## src/rtl/alu_pkg.sv

```systemverilog
// Shared types and constants for the ALU sequencing controller and the ALU
// that sits beside it at the parent level.
package alu_pkg;

  localparam int DWIDTH_DEFAULT = 128;
  localparam int OPSEL_W        = 3;
  localparam int CNT_W          = 4;
  localparam int SETTLE_MAX     = (1 << CNT_W) - 1;

  typedef struct packed {
    logic c;
    logic z;
    logic o;
    logic s;
  } alu_flags_t;

  typedef enum logic [1:0] {
    ST_IDLE   = 2'd0,
    ST_SETTLE = 2'd1,
    ST_DONE   = 2'd2
  } alu_state_t;

  // Counter preload so that capture lands on the settle_cycles-th edge after accept.
  function automatic logic [CNT_W-1:0] settle_preload(input int settle_cycles);
    return CNT_W'(settle_cycles - 1);
  endfunction

endpackage

```

## src/rtl/alu_seq_ctrl.sv

```systemverilog
// Sequencer for a multi-cycle combinational ALU: registers a request, waits a
// fixed number of edges for the ALU to settle, then holds the result until taken.
module alu_seq_ctrl
  import alu_pkg::*;
#(
  parameter int DWIDTH        = DWIDTH_DEFAULT,
  parameter int SETTLE_CYCLES = 2
) (
  input  logic               clk,
  input  logic               rst,
  input  logic               in_valid,
  output logic               in_ready,
  input  logic [DWIDTH-1:0]  in_op1,
  input  logic [DWIDTH-1:0]  in_op2,
  input  logic [OPSEL_W-1:0] in_opsel,
  input  logic               in_mode,
  output logic [DWIDTH-1:0]  alu_op1,
  output logic [DWIDTH-1:0]  alu_op2,
  output logic [OPSEL_W-1:0] alu_opsel,
  output logic               alu_mode,
  input  logic [DWIDTH-1:0]  alu_result,
  input  logic               alu_c,
  input  logic               alu_z,
  input  logic               alu_o,
  input  logic               alu_s,
  output logic               out_valid,
  input  logic               out_ready,
  output logic [DWIDTH-1:0]  out_result,
  output logic [3:0]         out_flags,
  output logic               busy
);

  localparam logic [CNT_W-1:0] CNT_LOAD = settle_preload(SETTLE_CYCLES);

  alu_state_t         r_state;
  alu_state_t         w_next_state;
  logic [CNT_W-1:0]   r_cnt;
  logic [DWIDTH-1:0]  r_alu_op1;
  logic [DWIDTH-1:0]  r_alu_op2;
  logic [OPSEL_W-1:0] r_alu_opsel;
  logic               r_alu_mode;
  logic [DWIDTH-1:0]  r_out_result;
  alu_flags_t         r_out_flags;

  logic w_in_ready;
  logic w_accept;
  logic w_capture;

  // NOTE: every always_comb output gets a default before the case so that no
  // path leaves it unassigned; an unassigned path would infer a latch.
  always_comb begin
    w_next_state = r_state;
    w_in_ready   = 1'b0;
    w_capture    = 1'b0;
    unique case (r_state)
      ST_IDLE: begin
        w_in_ready = 1'b1;
        if (in_valid) w_next_state = ST_SETTLE;
      end
      ST_SETTLE: begin
        if (r_cnt == '0) begin
          w_capture    = 1'b1;
          w_next_state = ST_DONE;
        end
      end
      ST_DONE: begin
        // Retire and accept on the same edge so streaming has no bubble.
        if (out_ready) begin
          w_in_ready   = 1'b1;
          w_next_state = in_valid ? ST_SETTLE : ST_IDLE;
        end
      end
      default: w_next_state = ST_IDLE;
    endcase
  end

  assign w_accept = in_valid & w_in_ready;

  // NOTE: sequential state uses non-blocking assignments so every register
  // samples pre-edge values regardless of statement order.
  always_ff @(posedge clk or posedge rst) begin
    if (rst) r_state <= ST_IDLE;
    else     r_state <= w_next_state;
  end

  // NOTE: these are plain registers, not a memory array, so they take the async
  // reset; that guarantees all-zero outputs the moment rst rises.
  always_ff @(posedge clk or posedge rst) begin
    if (rst) begin
      r_cnt       <= '0;
      r_alu_op1   <= '0;
      r_alu_op2   <= '0;
      r_alu_opsel <= '0;
      r_alu_mode  <= 1'b0;
    end else if (w_accept) begin
      r_cnt       <= CNT_LOAD;
      r_alu_op1   <= in_op1;
      r_alu_op2   <= in_op2;
      r_alu_opsel <= in_opsel;
      r_alu_mode  <= in_mode;
    end else if (r_state == ST_SETTLE && r_cnt != '0) begin
      r_cnt <= r_cnt - CNT_W'(1);
    end
  end

  // Result registers keep their last capture after the handshake completes.
  always_ff @(posedge clk or posedge rst) begin
    if (rst) begin
      r_out_result <= '0;
      r_out_flags  <= '0;
    end else if (w_capture) begin
      r_out_result <= alu_result;
      r_out_flags  <= '{c: alu_c, z: alu_z, o: alu_o, s: alu_s};
    end
  end

  assign in_ready   = w_in_ready;
  assign alu_op1    = r_alu_op1;
  assign alu_op2    = r_alu_op2;
  assign alu_opsel  = r_alu_opsel;
  assign alu_mode   = r_alu_mode;
  assign out_valid  = (r_state == ST_DONE);
  assign out_result = r_out_result;
  assign out_flags  = r_out_flags;
  assign busy       = (r_state != ST_IDLE);

endmodule

```

## config.mk

```make
export PLATFORM = sky130hd
export DESIGN_NAME = alu_seq_ctrl
export DESIGN_NICKNAME = d
export VERILOG_FILES = /design/src/rtl/alu_pkg.sv /design/src/rtl/alu_seq_ctrl.sv
export SDC_FILE = /design/constraint.sdc
export NUM_CORES = 1
export LEC_CHECK = 0
export ABC_AREA = 0
export CORE_AREA = 2 2 306 308
export CTS_BUF_LIST = sky130_fd_sc_hd__clkbuf_4 sky130_fd_sc_hd__clkbuf_8
export DETAILED_ROUTE_END_ITERATION = 16
export DIE_AREA = 0 0 308 310
export GPL_ROUTABILITY_DRIVEN = 1
export PLACE_DENSITY = 0.4
export SLEW_MARGIN = 20
export SYNTH_ARGS = -nofsm -noshare
export SYNTH_HDL_FRONTEND = slang
export SYNTH_SLANG_ARGS = --single-unit
```

## constraint.sdc

```tcl
create_clock -name clk -period 34.3 [get_ports clk]
set_clock_uncertainty 0.05 [all_clocks]
set_input_delay 6.86 -clock clk [delete_from_list [all_inputs] [get_ports clk]]
set_output_delay 6.86 -clock clk [all_outputs]
set_load 0.01 [all_outputs]
```

==> flow_summary.toml, run 1 <==
[status]
status = "finished, final reports clean"

[finish]
seqCellArea_um2 = 9960
layout.cells.non_filler = 2964
final_nets = 2104
fillers = 9498
multi_input_area_um2 = 4623
design_area_um2 = 25830
mostFrequentLayoutCell = "clkdlybuf4s50_1"
fin_util = 0.2793
drive_gt1_frac = 0.2023
area_delta_synth_final_pct = 73.66
mostFrequentLayoutCells = "clkdlybuf4s50_1, dfrtp_1, mux2_2, mux2_1, clkbuf_8"

[sta]
finalHoldViolCount = 0
tightest_slew_ps = 1019
slew_headroom = 0.3207
setup_slack_ps = 19090
drv_slew = 0
rsz0062_at_grt = "false"
setup_violations = 0
clock.fmax_mhz = 65.75
fin_crit_ps = 15210
tns_ps = 0
period_share = 0.4434
whs_ps = 430.2

[synthesis]
syn_area_um2 = 14880
yosys-top-cells-area = "dfrtp_1, mux2_2, mux2_1, buf_4, buf_2"
avgSynthCellArea_um2 = 17.18
ys_seq_elements = 398
syn-num-nets = 1264
synthSimpleGateAreaFrac = 0.007485
synth_top_family_by_area = "multiplexers"
synth_xor_area_frac = 0
yosysTopAreaCell = "dfrtp_1"
netlist.area_leader.share = 0.6695
ys_seq_area_frac = 0.6695
yosysWarnings = 0
synthMuxAreaShare = 0.2981
syn_inst = 866
synth_cell_types = 22
yosys.area_share.adder = 0.001682
synth_compound_area_frac = 0.003028

[global_routing]
met3_usage = 0.04584
busiest_layer = "met2"
groute.layer.met2.usage = 0.2045
grt_usage = 0.1099
grt_pass1_vias = 11660
grt_first_pass_wirelength_um = 77500
grtUsageMet1 = 0.1077
antenna_found_initial = 9
grt_max_degree = 110
grt_remaining_overflow = 0

[floorplanning]
fp-row-count = 112
core_um2 = 92490
die_y_um = 310
die-width_um = 308
die_area_um2 = 95480
io_pins = 791
initial_core_util = 0.1608

[critical_path]
path_max_fanout = 5
startpoint = "out_ready"
critPathKind = "in -> out"
required_ps = 27390
cp.arrival_ps = 8300
r2r_start = "r_state[1]"
cp-start-kind = "input port"
critPathCaptureType = "primary output"

[detailed_routing]
avgRoutedWirePerCell_um = 18.57
route.detailed.drc = 0
via_count = 10580
drtIter0Drc = 314
via_per_inst = 3.568
dr.pass1.iters = 4
routed_wl_um = 55050
drtAntennaViolNets = 0

[clock_network]
cts_hold_buf = 0
cts_tree = "done"
cts-resized-gates = 0
htree_levels = 3
cts_buffers = 81
cts.path.max_buffers = 3
cts.clk_slew.worst_paths_ps = 50
worstSkewPairLatency_ps = 660
cts.sinks = 398
cts_setup_buffers = 0
ctsRootBufferMaster = "clkbuf_8"

[power_and_ir_drop]
total_power_mw = 2.419
power_density_nw_per_um2 = 93.64
ir_drop_uv = 37.18
p_leak_nw = 10.41

[job]
cap_violations = 0

[place]
numPortBuffers = 790
placed_cells = 2819
place_hpwl_um = 40970
gp_congestion = 0.7416
pre_cts_ws_ps = 19100
dpl_cell_area_um2 = 24080

[worst_hold_path]
min_path_type = "reg -> reg"
hp-start = "alu_op2[53]"
[kinds of logic (layout without fill, tap and decap cells)]
logic type / Yosys count / count (layout)
simple gates: 16 / 16
mux: 394 / 394
other cells: 0 / 7
flops: 398 / 398
fa+ha+maj: 2 / 2
buf+inv: 48 / 942
compound gates: 8 / 8
[area by class of cell]
| type | instances | area share |
|---|---|---|
| multi-input cells | 420 | 0.1790 |
| inverters | 5 | 0.001017 |
| clock inverters | 12 | 0.005618 |
| diodes | 7 | 0.0006780 |
| repair buffers | 800 | 0.3102 |
| well taps | 1197 | 0.05797 |
| clock buffers | 125 | 0.06005 |
| flip-flops and latches | 398 | 0.3855 |
[path summary, 6_finish.rpt]
check                         endpoint  depth (start not counted)  slack (ps)
max in group asynchronous   alu_op1[7]                          5       25370
min                        alu_op2[53]                          1         430
min reg2reg                alu_op2[53]                          1         430
max reg2reg                alu_op1[73]                          5       30650
max                           in_ready                          4       19090
min in group asynchronous  alu_op2[11]                          2        6710
[Yosys cell counts]
cell	number
nand3_1	2
nor3_4	1
nor3b_2	1
nor3_1	2
o31ai_1	2
or2_2	1
nand2_1	1
nor2_1	1
o21ai_0	4
buf_4	27
ha_1	2
inv_1	5
buf_2	16
dfrtp_1	398
or3_1	2
mux2_2	203
a21oi_1	2
mux2i_1	2
nand2b_1	2
mux2_1	189
or3b_2	1
and2b_1	2
[worst max-delay path, cell delays in order]
cell and delay (ps):
clkdlybuf4s50_1 470, and2b_1 260, nor2_1 140, clkdlybuf4s50_1 570
[state kept, by name, summed over array words and instances (netlist names)]
name	cells
alu_mode	1
out_flags	4
alu_opsel	3
alu_op1	128
out_result	128
r_state	2
r_cnt	4
alu_op2	128
[per-layer routing]
layer  part of all wire  vias up  wire (um)
met5                  0        -          0
li1                   -     4761          -
met3              0.092       90       5063
met1               0.34     5268      18720
met2               0.55      457      30060
met4              0.022        0       1218
[power by group]
group | internal (mW) | switching, mW
clock | 0.308 | 0.214
combinational | 0.644 | 0.418
sequential | 0.713 | 0.122
Power figures use the tool's default switching activity.
==> inputs of run 2 (changes only) <==
Clock period 34.3 ns to 15.4 ns, I/O delays scaled along.
==> flow_summary.toml, run 2 (synthesis gave the netlist of run 1 again) <==
[finish]
final_nets = 2104
layout.cells.non_filler = 2969
design_area_um2 = 25850
drive_gt1_frac = 0.2050
area_delta_synth_final_pct = 73.77
mostFrequentLayoutCells = "clkdlybuf4s50_1, dfrtp_1, mux2_2, mux2_1, clkbuf_8"
mostFrequentLayoutCell = "clkdlybuf4s50_1"

[global_routing]
grt_remaining_overflow = 0
grt_max_degree = 106
grt_usage = 0.1104
antenna_found_initial = 7
grt_pass1_vias = 11740
grt_first_pass_wirelength_um = 77900

[power_and_ir_drop]
total_power_mw = 5.392
p_sw_frac = 0.3113
sequentialPowerShare = 0.346
ir_drop_uv = 89.41
p_leak_nw = 10.42
p_clk_frac = 0.217
p_int_mw = 3.714
combPwrFrac = 0.438
power_density_nw_per_um2 = 208.6
switching_power_mw = 1.678

[critical_path]
required_ps = 12270
critPathKind = "in -> out"
cp-start-kind = "input port"
path_max_fanout = 5
cp.arrival_ps = 4510
critPathCaptureType = "primary output"
r2r_start = "r_state[1]"
startpoint = "out_ready"

[worst_hold_path]
min_path_type = "reg -> reg"
hp-start = "alu_op2[107]"

[status]
status = "finished, final reports clean"

[clock_network]
htree_levels = 3
cts_buffers = 80
cts_hold_buf = 0
cts.sinks = 398
cts.clk_slew.worst_paths_ps = 50
cts.path.max_buffers = 3
cts_setup_buffers = 0
worstSkewPairLatency_ps = 680
cts-resized-gates = 0
cts_tree = "done"
ctsRootBufferMaster = "clkbuf_8"

[sta]
drv_slew = 0
setup_violations = 0
period_share = 0.4959
slew_headroom = 0.3190
rsz0062_at_grt = "false"
finalHoldViolCount = 0
clock.fmax_mhz = 130.9
fin_crit_ps = 7637
tightest_slew_ps = 1021
tns_ps = 0

[detailed_routing]
route.detailed.drc = 0
drtIter0Drc = 314
routed_wl_um = 54990
via_per_inst = 3.551
drtAntennaViolNets = 0
via_count = 10540
avgRoutedWirePerCell_um = 18.52
dr.pass1.iters = 4

[floorplanning]
fp-row-count = 112
core_um2 = 92490
die-width_um = 308
die_area_um2 = 95480
die_y_um = 310
initial_core_util = 0.1608
io_pins = 791

[place]
place_hpwl_um = 41340
numPortBuffers = 790
gp_congestion = 0.7416
dpl_cell_area_um2 = 24090
placed_cells = 2820

[job]
cap_violations = 0
## run 2: cell types whose count changed in the layout (fill, tap and decap cells not counted), sizes merged
cell / before / now
buf: 10 / 11
clkbuf: 125 / 130
diode: 7 / 6
## run 2: path summary, 6_finish.rpt
kind	cells past startpoint	to	slack (ps)
setup / recovery	4	in_ready	7760
min in group asynchronous	2	alu_op1[126]	2900
hold reg to reg	1	alu_op2[107]	430
hold / removal	1	alu_op2[107]	430
max in group asynchronous	5	alu_op1[93]	10250
setup reg to reg	6	alu_op1[92]	11040
## run 2: critical path, stage by stage
cell,delay [ps]
clkdlybuf4s50_1,470
and2b_1,250
nor2_1,140
clkdlybuf4s50_1,570
## run 2: layout make-up
class	count	area, um2
clock buffers	130	1570
clock inverters	12	145.1
flip-flops and latches	398	9960
fillers	9475	66640
repair buffers	801	8014
diodes	6	15.01
multi-input cells	420	4623
inverters	5	26.28
well taps	1197	1498
## run 2: per-stage QoR
stage          setup slack [ps]  utilization  hold slack (ps)
2_1_floorplan              1202            -            431.1
3_3_place_gp               7726       0.2605            415.7
3_5_place_dp               7740       0.2605            423.7
4_1_cts                    7727       0.2790            435.7
5_1_grt                    7689       0.2795            447.8
6_report                   7763       0.2795            430.0
## run 2: power by group through the flow
| stage | clock, mW | sequential (mW) | combinational [mW] |
|---|---|---|---|
| after global routing | 1.29 | 1.94 | 2.52 |
| after floorplan | 0 | 2.10 | 0.711 |
| after global placement | 0 | 1.87 | 2.40 |
| final | 1.17 | 1.86 | 2.36 |
| after detailed placement | 0 | 1.88 | 2.42 |
| after CTS | 1.23 | 1.87 | 2.43 |
## run 2: metal layers
| metal | wire (um) | part of all wire | global-route usage |
|---|---|---|---|
| met1 | 18430 | 0.34 | 0.1072 |
| met2 | 30330 | 0.55 | 0.2071 |
| met3 | 4940 | 0.090 | 0.04632 |
| met4 | 1274 | 0.023 | 0.04107 |
| met5 | 23 | 0.00042 | 0 |
==> inputs of run 3 (changes only) <==
Clock period 15.4 ns to 7.65 ns, I/O delays scaled along.
==> flow_summary.toml, run 3 (synthesis gave the netlist of run 1 again) <==
[global_routing]
grt_first_pass_wirelength_um = 79120
grt_max_degree = 144
grt_remaining_overflow = 0
antenna_found_initial = 6
grt_pass1_vias = 11750
grt_usage = 0.1124

[critical_path]
path_max_fanout = 5
r2r_start = "r_state[1]"
critPathKind = "in -> out"
cp-start-kind = "input port"
reg2reg_depth = 5
startpoint = "out_ready"
setup.worst_path.end = "in_ready"
cp.arrival_ps = 2930
rr_endpoint = "alu_op1[48]"
critPathCaptureType = "primary output"
r2r_setup_slack_ps = 4850
required_ps = 6070

[finish]
seqCellArea_um2 = 9960
drive_gt1_frac = 0.2059
mostFrequentLayoutCell = "clkdlybuf4s50_1"
fillers = 9562
mostFrequentLayoutCells = "clkdlybuf4s50_1, dfrtp_1, mux2_2, mux2_1, clkbuf_8"
area_delta_synth_final_pct = 74.58
multi_input_area_um2 = 4623
final_nets = 2105

[clock_network]
cts-resized-gates = 0
cts.clk_slew.worst_paths_ps = 50
cts_setup_buffers = 0
cts_hold_buf = 0
cts.path.max_buffers = 3
htree_levels = 3
worstSkewPairLatency_ps = 690
cts.sinks = 398
ctsRootBufferMaster = "clkbuf_8"
cts_tree = "done"
cts_buffers = 81

[sta]
finalHoldViolCount = 0
period_share = 0.5893
tightest_slew_ps = 1017
slew_headroom = 0.3221
drv_slew = 0
rsz0062_at_grt = "false"
setup_violations = 0
fin_crit_ps = 4508
clock.fmax_mhz = 221.8
tns_ps = 0

[floorplanning]
fp-row-count = 112
die-width_um = 308
initial_core_util = 0.1608
io_pins = 791
core_um2 = 92490
die_y_um = 310
die_area_um2 = 95480

[detailed_routing]
drtAntennaViolNets = 0
route.detailed.drc = 0
via_per_inst = 3.569
avgRoutedWirePerCell_um = 18.80
dr.pass1.iters = 4
via_count = 10610
routed_wl_um = 55870
drtIter0Drc = 315

[status]
status = "finished, final reports clean"

[power_and_ir_drop]
total_power_mw = 10.97
p_leak_nw = 10.48
ir_drop_uv = 206.3
power_density_nw_per_um2 = 422.5

[worst_hold_path]
min_path_type = "reg -> reg"

[place]
place_hpwl_um = 41360
numPortBuffers = 790
gp_congestion = 0.7330

[job]
cap_violations = 0
## run 3: worst min-delay path by stage
stage	startpoint	endpoint	depth (start not counted)
floorplan	r_cnt[3]	r_cnt[3]	1
global route	alu_op2[72]	alu_op2[72]	1
detailed placement	alu_op2[121]	alu_op2[121]	1
global placement	alu_op1[44]	alu_op1[44]	1
CTS	alu_op1[52]	alu_op1[52]	1
finish	alu_op1[52]	alu_op1[52]	1
## run 3: layout make-up
| class | instances | area share |
|---|---|---|
| sequential | 398 | 0.3835 |
| inverter | 5 | 0.0008671 |
| multi-input combinational | 420 | 0.1780 |
| clock buffer | 139 | 0.06619 |
| antenna | 7 | 0.0006744 |
| clock inverter | 5 | 0.003083 |
| timing repair buffer | 801 | 0.3100 |
| tap | 1197 | 0.05766 |
## run 3: metrics by stage
stage	instances	cell area [um2]	utilization	hold slack, ps	worst slack, ps
after floorplan	866	14880	-	431.1	712.2
after global placement	2821	24160	0.2612	416.2	3132
after detailed placement	2821	24160	0.2612	423.7	3151
after CTS	2965	25950	0.2806	435.3	3139
after global routing	2969	25960	0.2807	447.2	3101
final	2972	25970	0.2808	432.2	3142
## run 3: critical path: stages
cell	delay, ps
clkdlybuf4s50_1	470
and2b_1	260
nor2_1	120
clkdlybuf4s50_1	550
## run 3: report_power, final
part           total, mW  leakage (nW)  switching (mW)  internal, mW
Combinational       4.77          4.87            1.88          2.90
Clock               2.44         0.952           0.972          1.47
Sequential          3.76          4.66           0.564          3.20
## run 3: per-layer routing
metal | vias to the layer above | global-route usage | wire, um
met5 | - | 0 | 13
met4 | 2 | 0.04186 | 1461
met3 | 93 | 0.05101 | 5276
met2 | 452 | 0.2063 | 30140
met1 | 5286 | 0.1105 | 18970
li1 | 4774 | - | -
